## src/rtl/score_display_pkg.sv

```systemverilog
// Shared display constants, status encodings and conversion helpers for the
// score overlay.
package score_display_pkg;

  localparam int unsigned GLYPH_W      = 8;
  localparam int unsigned GLYPH_W_LOG2 = 3;
  localparam int unsigned GLYPH_H      = 16;
  localparam int unsigned SCORE_W      = 10;
  localparam int unsigned BCD_W        = 12;
  localparam logic [3:0]  BLANK        = 4'd10;

  typedef enum logic [1:0] {
    STATUS_RESTART,
    STATUS_START,
    STATUS_PLAY,
    STATUS_DIE
  } game_status_e;

  typedef enum logic [1:0] {
    ST_IDLE,
    ST_SHIFT,
    ST_LOAD
  } conv_state_e;

  // Double-dabble correction: add 3 to every nibble that is 5 or more.
  function automatic logic [BCD_W-1:0] dd_adjust(input logic [BCD_W-1:0] v);
    logic [BCD_W-1:0] r;
    r = v;
    for (int i = 0; i < 3; i++) begin
      if (v[4*i +: 4] >= 4'd5) r[4*i +: 4] = v[4*i +: 4] + 4'd3;
    end
    return r;
  endfunction

  function automatic logic [SCORE_W-1:0] sat_score(input logic [SCORE_W-1:0] s,
                                                   input logic [SCORE_W-1:0] m);
    return (s > m) ? m : s;
  endfunction

endpackage

```

## src/rtl/score_display_if.sv

```systemverilog
// Score overlay port bundle: game score and scan position in, pixel and digits out.
interface score_display_if;
  import score_display_pkg::*;

  logic [SCORE_W-1:0] score;
  logic [9:0]         posx;
  logic [9:0]         posy;
  logic               score_char;
  logic [BCD_W-1:0]   bcd;
  logic               busy;

  modport master (
    output score, posx, posy,
    input  score_char, bcd, busy
  );

  modport slave (
    input  score, posx, posy,
    output score_char, bcd, busy
  );
endinterface

```

## src/rtl/score_display_digit_font_rom.sv

```systemverilog
// Combinational 8x16 digit font: codes 0-9 are digits, 10-15 are blank.
module digit_font_rom
  import score_display_pkg::*;
(
  input  logic [3:0] code,
  input  logic [3:0] row,
  output logic [7:0] bits
);

  logic [127:0] glyph_c;

  // Row 0 is the most significant byte; bit 7 of each byte is the leftmost pixel.
  always_comb begin
    glyph_c = '0;
    case (code)
      4'd0: glyph_c = 128'h0000_3C66_666E_7666_6666_6666_3C00_0000;
      4'd1: glyph_c = 128'h0000_1838_7818_1818_1818_1818_7E00_0000;
      4'd2: glyph_c = 128'h0000_3C66_0606_0C18_3060_6066_7E00_0000;
      4'd3: glyph_c = 128'h0000_3C66_0606_1C06_0606_0666_3C00_0000;
      4'd4: glyph_c = 128'h0000_0C1C_3C6C_CCFE_0C0C_0C0C_1E00_0000;
      4'd5: glyph_c = 128'h0000_7E60_6060_7C06_0606_0666_3C00_0000;
      4'd6: glyph_c = 128'h0000_1C30_6060_7C66_6666_6666_3C00_0000;
      4'd7: glyph_c = 128'h0000_7E66_0606_0C18_3030_3030_3000_0000;
      4'd8: glyph_c = 128'h0000_3C66_6666_3C66_6666_6666_3C00_0000;
      4'd9: glyph_c = 128'h0000_3C66_6666_663E_0606_060C_3800_0000;
      default: glyph_c = '0;
    endcase
    bits = glyph_c[{~row, 3'b000} +: 8];
  end

endmodule

```

## src/rtl/score_display.sv

```systemverilog
// Score overlay: per-frame binary-to-BCD conversion plus a 1-cycle pixel
// pipeline that lights glyph bits of the displayed digits.
module score_display
  import score_display_pkg::*;
#(
  parameter logic [9:0]  X0        = 10'd16,
  parameter logic [9:0]  Y0        = 10'd8,
  parameter int unsigned SCALE_SH  = 1,
  parameter logic [9:0]  MAX_SCORE = 10'd999
) (
  input  logic     clk25,
  input  logic     rst,
  score_display_if.slave dif
);

  localparam int unsigned DIGIT_W = GLYPH_W << SCALE_SH;
  localparam int unsigned DIGIT_H = GLYPH_H << SCALE_SH;
  localparam int unsigned DIG_SH  = GLYPH_W_LOG2 + SCALE_SH;
  localparam logic [9:0]  X_END   = 10'(32'(X0) + 3 * DIGIT_W);
  localparam logic [9:0]  Y_END   = 10'(32'(Y0) + DIGIT_H);
  localparam int unsigned WORK_W  = BCD_W + SCORE_W;

  conv_state_e        state_q;
  logic [3:0]         cnt_q;
  logic [WORK_W-1:0]  work_q;
  logic [BCD_W-1:0]   bcd_q;
  logic               busy_q;
  logic               origin_q;
  logic               score_char_q;

  logic               origin_c;
  logic               frame_start_c;
  logic [BCD_W-1:0]   adj_c;
  logic               in_field_c;
  logic [9:0]         rx_c;
  logic [9:0]         ry_c;
  logic [1:0]         digit_c;
  logic [2:0]         col_c;
  logic [3:0]         row_c;
  logic [3:0]         code_c;
  logic [7:0]         font_bits_c;
  logic               pix_c;

  assign dif.score_char = score_char_q;
  assign dif.bcd        = bcd_q;
  assign dif.busy       = busy_q;

  // Frame start is the rising edge of the (0,0) scan position.
  always_comb begin
    origin_c      = (dif.posx == 10'd0) && (dif.posy == 10'd0);
    frame_start_c = origin_c && !origin_q;
    adj_c         = dd_adjust(work_q[WORK_W-1:SCORE_W]);
  end

  // Field geometry and digit selection with leading-zero blanking.
  always_comb begin
    in_field_c = (dif.posx >= X0) && (dif.posx < X_END) &&
                 (dif.posy >= Y0) && (dif.posy < Y_END);
    rx_c       = dif.posx - X0;
    ry_c       = dif.posy - Y0;
    digit_c    = 2'(rx_c >> DIG_SH);
    col_c      = 3'(rx_c >> SCALE_SH);
    row_c      = 4'(ry_c >> SCALE_SH);
    code_c     = bcd_q[3:0];
    case (digit_c)
      2'd0:    code_c = (bcd_q[11:8] == 4'd0) ? BLANK : bcd_q[11:8];
      2'd1:    code_c = (bcd_q[11:4] == 8'd0) ? BLANK : bcd_q[7:4];
      default: code_c = bcd_q[3:0];
    endcase
  end

  digit_font_rom u_font (
    .code (code_c),
    .row  (row_c),
    .bits (font_bits_c)
  );

  assign pix_c = in_field_c && font_bits_c[~col_c];

  // Conversion FSM and registered pixel output.
  always_ff @(posedge clk25) begin
    if (rst) begin
      state_q      <= ST_IDLE;
      cnt_q        <= '0;
      work_q       <= '0;
      bcd_q        <= '0;
      busy_q       <= 1'b0;
      origin_q     <= 1'b0;
      score_char_q <= 1'b0;
    end else begin
      origin_q     <= origin_c;
      score_char_q <= pix_c;
      case (state_q)
        ST_IDLE: begin
          if (frame_start_c) begin
            work_q  <= {BCD_W'(0), sat_score(dif.score, MAX_SCORE)};
            cnt_q   <= '0;
            busy_q  <= 1'b1;
            state_q <= ST_SHIFT;
          end
        end
        ST_SHIFT: begin
          work_q <= {adj_c[BCD_W-2:0], work_q[SCORE_W-1:0], 1'b0};
          cnt_q  <= cnt_q + 4'd1;
          if (cnt_q == 4'(SCORE_W - 1)) state_q <= ST_LOAD;
        end
        ST_LOAD: begin
          bcd_q   <= work_q[WORK_W-1:SCORE_W];
          busy_q  <= 1'b0;
          state_q <= ST_IDLE;
        end
        default: begin
          busy_q  <= 1'b0;
          state_q <= ST_IDLE;
        end
      endcase
    end
  end

endmodule

```

## src/flat_wrapper.sv

```systemverilog
// flat-port wrapper written by rule: the top's interface ports become plain ports
module score_display_flat import score_display_pkg::*;
#(
  parameter logic [9:0]  X0        = 10'd16,
  parameter logic [9:0]  Y0        = 10'd8,
  parameter int unsigned SCALE_SH  = 1,
  parameter logic [9:0]  MAX_SCORE = 10'd999
)
  (clk25, rst, dif_score, dif_posx, dif_posy, dif_score_char, dif_bcd, dif_busy);
  score_display_if dif_i ();
  input  logic clk25;
  input  logic rst;
  input wire logic [$bits(dif_i.score)-1:0] dif_score;
  input wire logic [$bits(dif_i.posx)-1:0] dif_posx;
  input wire logic [$bits(dif_i.posy)-1:0] dif_posy;
  output wire logic [$bits(dif_i.score_char)-1:0] dif_score_char;
  output wire logic [$bits(dif_i.bcd)-1:0] dif_bcd;
  output wire logic [$bits(dif_i.busy)-1:0] dif_busy;
  assign dif_i.score = dif_score;
  assign dif_i.posx = dif_posx;
  assign dif_i.posy = dif_posy;
  assign dif_score_char = dif_i.score_char;
  assign dif_bcd = dif_i.bcd;
  assign dif_busy = dif_i.busy;
  score_display #(.X0(X0), .Y0(Y0), .SCALE_SH(SCALE_SH), .MAX_SCORE(MAX_SCORE)) u_core (.clk25(clk25), .rst(rst), .dif(dif_i));
endmodule
```

## config.mk

```make
export PLATFORM = sky130hd
export DESIGN_NAME = score_display_flat
export DESIGN_NICKNAME = d
export VERILOG_FILES = /design/src/rtl/score_display_pkg.sv /design/src/rtl/score_display_if.sv /design/src/rtl/score_display_digit_font_rom.sv /design/src/rtl/score_display.sv /design/src/flat_wrapper.sv
export SDC_FILE = /design/constraint.sdc
export NUM_CORES = 1
export LEC_CHECK = 0
export ABC_AREA = 1
export BUFFER_PORTS_ARGS = -buffer_cell sky130_fd_sc_hd__buf_2
export CAP_MARGIN = 20
export CELL_PAD_IN_SITES_DETAIL_PLACEMENT = 1
export CELL_PAD_IN_SITES_GLOBAL_PLACEMENT = 1
export CORE_MARGIN = 2
export CORE_UTILIZATION = 37
export CTS_CLUSTER_SIZE = 8
export DETAILED_ROUTE_END_ITERATION = 10
export PLACE_DENSITY = 0.87
export SLEW_MARGIN = 0
export SYNTH_ARGS = -nofsm -noshare
export SYNTH_HDL_FRONTEND = slang
export SYNTH_HIERARCHICAL = 1
export SYNTH_SLANG_ARGS = --single-unit
export TNS_END_PERCENT = 100
```

## constraint.sdc

```tcl
create_clock -name clk25 -period 3.67 [get_ports clk25]
set_input_delay 1.101 -clock clk25 [delete_from_list [all_inputs] [get_ports clk25]]
set_output_delay 1.101 -clock clk25 [all_outputs]
set_load 0.01 [all_outputs]
```

After elaboration in Yosys (flattened, before gate mapping) --
Memory sizes are Yosys's and may differ from the RTL's. Cells that the tools add are included.
Word-level totals: register bits 43, bits in latches 0, memory bits (writable) 0, bits in read-only memories 1088, bits of input ports 32, word-level logic and storage cells 68, memories kept 1
Memory list:
- (name not given) | depth 16, width 68, rd ports 1, clocked after Yosys merged registers in 0, write ports 0, line score_display_digit_font_rom.sv:15 | case (code)
Cells by class: add/sub/neg operators 6, $mul 0, div/mod/pow operators 0, $lt $le $gt $ge 9, eq/ne operators 6, shift operators 1, multiplexer cells 18, bitwise operators 3, reduce and logical (&&, ||, !) cells 17
Operator list (number):
- 128-bit by 8-bit variable part select with 8-bit output | 1
- 22-bit case mux with 2 select lines | 1
- 22-bit two-way mux | 1
- 10-bit zero test | 2
- 4-bit two-way mux | 5
- 4-bit case mux with 2 select lines | 2
- 4-bit by 3-bit greater-or-equal comparator with 1-bit output (second input constant) | 3
- 10-bit by 4-bit greater-or-equal comparator with 1-bit output (second input constant) | 1
- 10-bit by 5-bit greater-or-equal comparator with 1-bit output (second input constant) | 1
- 10-bit > comparator (second input constant) | 1
- 10-bit by 6-bit less-than comparator with 1-bit output (second input constant) | 1
- 10-bit by 7-bit less-than comparator with 1-bit output (second input constant) | 1
- 10-bit two-way mux | 1
- 4-bit by 2-bit adder with 4-bit output (second input constant) | 2
- 8-bit zero test | 1
- 1-bit logical AND | 6
- 2-bit AND reduction | 3
- 6-bit by 5-bit subtractor with 6-bit output (second input constant) | 1
- 5-bit by 4-bit subtractor with 5-bit output (second input constant) | 1
- 4-bit by 1-bit adder with 4-bit output (second input constant) | 1
- 2-bit by 1-bit == test with 1-bit output (second input constant) | 2
- 4-bit == test (second input constant) | 1
- 2-bit zero test | 2
- 4-bit zero test | 1
- 15 further kinds | 18

Depth between registers and ports, before layout --
An unclocked memory read counts as a cell.
word-level depth 8, mapped depth 22, gate-level depth less buffers 22

By module --
The synthesis kept the hierarchy.
Modules (own cells, without submodules):
- score_display | times used 1, cells each 361, area each 2472.4 um^2, seq. area each 860.8 um^2
- digit_font_rom | times used 1, cells each 197, area each 983.4 um^2, seq. area each 0.0 um^2

Least setup slack after synthesis --
Ideal clock, no wire load.
path kind input port to flip-flop, start point input port dif_posx[4], end point register u_core.score_char_q, in the netlist u_core/dif.score_char, setup time 0.119 ns, data arrival time 3.499 ns, slack 0.052 ns, cell stages on the path 21, path buffers 0, cell sequence inv_1 > ha_1 > inv_1 > a21oi_1 > a21oi_1 > inv_1 > ha_1 > inv_1 > nand2_1 > nand3_1 > nand3_1 > nand2_1 > nand2_1 > nand2_1 > o21a_1 > nor2_1 > nor2_1 > o21ai_0 > o211ai_1 > o31ai_1 > nor2_1
On the way: longest elaborated chain between the ends 8, elaborated cells on any way between the ends 14
Ends and longest elaborated chain:
- start: declaration | line flat_wrapper.sv:14 | input wire logic [$bits(dif_i.posx)-1:0] dif_posx;
- 6-bit by 5-bit subtractor with 6-bit output * | line score_display.sv:59 | rx_c = dif.posx - X0;
- 2-bit by 1-bit == test with 1-bit output / 2-bit zero test (equally long branches) | line score_display.sv:65 | case (digit_c)
- 4-bit case mux with 2 select lines * | line score_display.sv:65
- named net u_core.code_c[1] | line score_display.sv:40 | logic [3:0] code_c;
- memory 16 x 68 bit *
- 128-bit by 8-bit variable part select with 8-bit output * | line score_display_digit_font_rom.sv:28 | bits = glyph_c[{~row, 3'b000} +: 8];
- named net u_core.font_bits_c[1] | line score_display.sv:41 | logic [7:0] font_bits_c;
- 1-bit binary-select mux with 3-bit select * | line score_display.sv:78 | assign pix_c = in_field_c && font_bits_c[~col_c];
- 1-bit two-way mux (not written as such) * | line score_display.sv:78
- 1-bit logical AND * | line score_display.sv:78
- end signal: assignment | line score_display.sv:92 | score_char_q <= pix_c;
- end: declaration | line score_display.sv:29 | logic score_char_q;
The timed path passes the listed nets; every way through them passes the cells marked *. The select of a mux whose other input is x is not followed. A chain may end at the register's enable or synchronous reset.

Final worst setup path --
Same ends and word-level chain as after synthesis.

==> results.json <==
{
  "status": "completed",
  "globalplace.congestion": 0.962,
  "initial_utilization_pct": 37.8,
  "layout_min_cycle_time_ns": 3.42,
  "rr_worst_depth": 21,
  "cpPeakStageDelay_ns": 0.25,
  "final_cells": 722,
  "path_clk_slew_ns": 0.09,
  "clock-sinks": 43,
  "dp_cells": 713,
  "antenna_found_initial": 0,
  "r2r_end": "u_core/dif.score_char",
  "ys_seq_area_share_pct": 24.9,
  "cts_tree": "built",
  "worstReg2RegStart": "u_core/dif.bcd[6]",
  "syn_area_mm2": 0.00346,
  "endpoint_kind": "flip-flop",
  "regToRegSetupSlack_ns": 0.90,
  "switchingPower_uw": 413,
  "peakVddDrop_mv": 0.213,
  "first_pass_iters": 4,
  "multiInputGateArea_mm2": 0.00226,
  "clockBufferDepth": 2,
  "maxCapViolations": 0,
  "fill_cells": 1232,
  "p_clk_share_pct": 33.0,
  "fin_worst_skew_ns": 0.00423,
  "syn_inst": 558,
  "hold_class": "flip-flop to flip-flop",
  "hold_viol_final": 0,
  "grt_usage_pct": 23.7,
  "dp_slack_ns": -0.260,
  "vias_per_cell": 5.36,
  "routed_wl_um": 11700,
  "h-tree-depth": 2,
  "rsz0062_at_grt": "no",
  "yosys_most_used_dff": "dfxtp_1",
  "critPathLaunchType": "input port",
  "ant_nets": 0,
  "ys_async_sr_fraction_pct": 0,
  "required_ns": 3.87,
  "post-route-worst-setup-slack_ns": 0.247,
  "nNetsFinal": 662,
  "finalMaxSlewViolations": 0,
  "io_pins": 46,
  "max_freq_mhz": 292,
  "syn2layout_area_growth_pct": 17.1,
  "max_slew_margin_pct": 62.8,
  "internal_power_uw": 815,
  "hpwl_um": 9000,
  "vias": 3871,
  "mostFrequentLayoutCell": "nand2_1",
  "grt_pass1_wl_um": 19200,
  "min_period_over_period_pct": 93.3,
  "ys_ff_latch": 43,
  "p_leak_nw": 1.96,
  "wl_per_cell_um": 16.2,
  "worstSetupPathType": "input port to flip-flop",
  "pwr-share-comb_pct": 29.1,
  "syn_nets": 610,
  "die_y_um": 101,
  "setup_viol": 0,
  "avgSynthCellArea_um2": 6.19,
  "grt_max_degree": 37,
  "layout_common_cells": "nand2_1 (126), nor2_1 (77), a21oi_1 (58), inv_1 (56), nand3_1 (51)",
  "ctsHoldBuffers": 0,
  "arrival_ns": 3.62,
  "crit_path_max_fanout": 4,
  "die_w_um": 101,
  "power_frac_seq_pct": 37.9,
  "overflow": 0,
  "tightest_slew_ns": 0.557,
  "regArea_um2": 861,
  "drc": 0,
  "diodes": 0,
  "synth.distinct_cells": 38,
  "die_area_mm2": 0.0101,
  "clock-root-buffer": "clkbuf_8",
  "rows": 35,
  "grt_pass1_vias": 3949,
  "endpoint": "u_core/dif.score_char",
  "yosysWarnings": 6,
  "cts_buffers": 5,
  "startpoint": "dif_posx[4]",
  "port_buffers": 45,
  "crit_chain": "buf_2 -> inv_2 -> buf_4 -> ha_2 -> a21oi_1 -> a21oi_2 -> inv_1 -> ha_4 -> nand2_2 -> nand2_1 -> nor2_1 -> nor2_1 -> nor2_1 -> nand3_1 -> nand2_1 -> a21oi_2 -> o21ai_0 -> nor2_1 -> o31ai_2 -> nor2_1",
  "drt_iter0_drc": 188,
  "p_per_area_mw_per_mm2": 304,
  "cpMaxStageDelayCell": "ha_4",
  "clkLatencyLatePin_ns": 0.30,
  "synth_edf_count": 0,
  "drive_above_1_share_pct": 19.1,
  "switching_share_pct": 33.6,
  "core_mm2": 0.00915,
  "path_common_cell": "nor2_1"
}
## logic make-up (layout without fill, tap and decap cells)
group / count (synthesis) / in the layout / share of synthesized area [%]
other: 1 / 1 / 0.109
adders and majority gates: 20 / 20 / 7.24
and+or+nand+nor: 288 / 288 / 37.8
xor gates and xnor gates: 3 / 3 / 0.760
AOI/OAI and AO/OA: 117 / 117 / 18.1
DFF: 43 / 43 / 24.9
buffers and inverters: 86 / 139 / 11.1
## power groups by stage
stage | sequential [mW] | clock, mW | combinational [mW]
after floorplan | 0.477 | 0 | 0.223
after global placement | 0.477 | 0 | 0.335
after detailed placement | 0.477 | 0 | 0.339
after CTS | 0.466 | 0.408 | 0.341
after global routing | 0.466 | 0.431 | 0.397
final | 0.466 | 0.405 | 0.357
## registers in the layout, indices dropped and copies added, names as in the netlist
register and count:
u_core/cnt_q 4, u_core/origin_q 1, u_core/state_q 2, u_core/dif.bcd 12
u_core/work_q 22, u_core/dif.score_char 1, u_core/dif.busy 1
## worst max-delay path, delay by kind of cell
kind	cells	cell delay (ns)
simple gates	9	0.86
fa+ha+maj	2	0.46
buf+inv	4	0.46
compound gates	5	0.74
## cells in the mapped netlist, types with 3 or more instances
library cell,instances,area [µm²]
a31oi_1,3,18.8
or2_2,3,18.8
nand3_2,11,110
nand2_2,3,18.8
o21ai_0,39,195
a21oi_1,60,300
dfxtp_1,43,861
nand3_1,52,260
buf_2,11,55.1
buf_6,5,56.3
nand4_1,5,31.3
inv_1,59,221
o211ai_1,6,45.0
nand2_1,127,477
ha_1,20,250
nor2_1,77,289
clkbuf_1,6,22.5
nor2_2,3,18.8
## cell type report
class / count / area share (%)
multi-input cells: 429 / 55.9
flip-flops and latches: 43 / 21.3
repair buffers: 68 / 10.4
inverters: 63 / 5.97
well taps: 111 / 3.43
clock buffers: 6 / 2.04
clock inverters: 2 / 0.959
## routing by layer
layer,routed length (µm),share of wire (%),vias up,global-route usage (%)
met1,4920,42,1854,28.1
met2,6080,52,69,43.4
li1,-,-,1918,-
met5,0,0,-,0
met3,357,3.0,30,2.91
met4,352,3.0,0,8.64
## metrics by stage
stage / power [mW] / TNS, ns / util, % / hold WS, ns / instance area [µm²]
finish: 1.23 / 0 / 44.2 / 0.475 / 4050
detailed placement: 0.817 / -0.260 / 42.0 / 0.458 / 3850
floorplan: 0.700 / 0 / - / 0.457 / 3460
global placement: 0.813 / -0.122 / 41.9 / 0.454 / 3840
global route: 1.29 / 0 / 44.2 / 0.508 / 4050
CTS: 1.21 / 0 / 43.4 / 0.476 / 3970
## worst min-delay path by stage
stage                      start           endpoint  slack [ns]  cells past startpoint
3_3_place_gp     u_core/dif.busy    u_core/dif.busy        0.45                      2
5_1_grt          u_core/dif.busy    u_core/dif.busy        0.51                      2
4_1_cts          u_core/dif.busy    u_core/dif.busy        0.48                      2
6_report         u_core/dif.busy    u_core/dif.busy        0.48                      2
3_5_place_dp     u_core/dif.busy    u_core/dif.busy        0.46                      2
2_1_floorplan  u_core/work_q[21]  u_core/work_q[21]        0.46                      2
## timing repair
action | 4_1_cts | 5_1_grt
resized for setup | 0 | 12
endpoints found under the setup margin | 0 | 1
setup buffers | 0 | 0
Power figures use the tool's default switching activity.
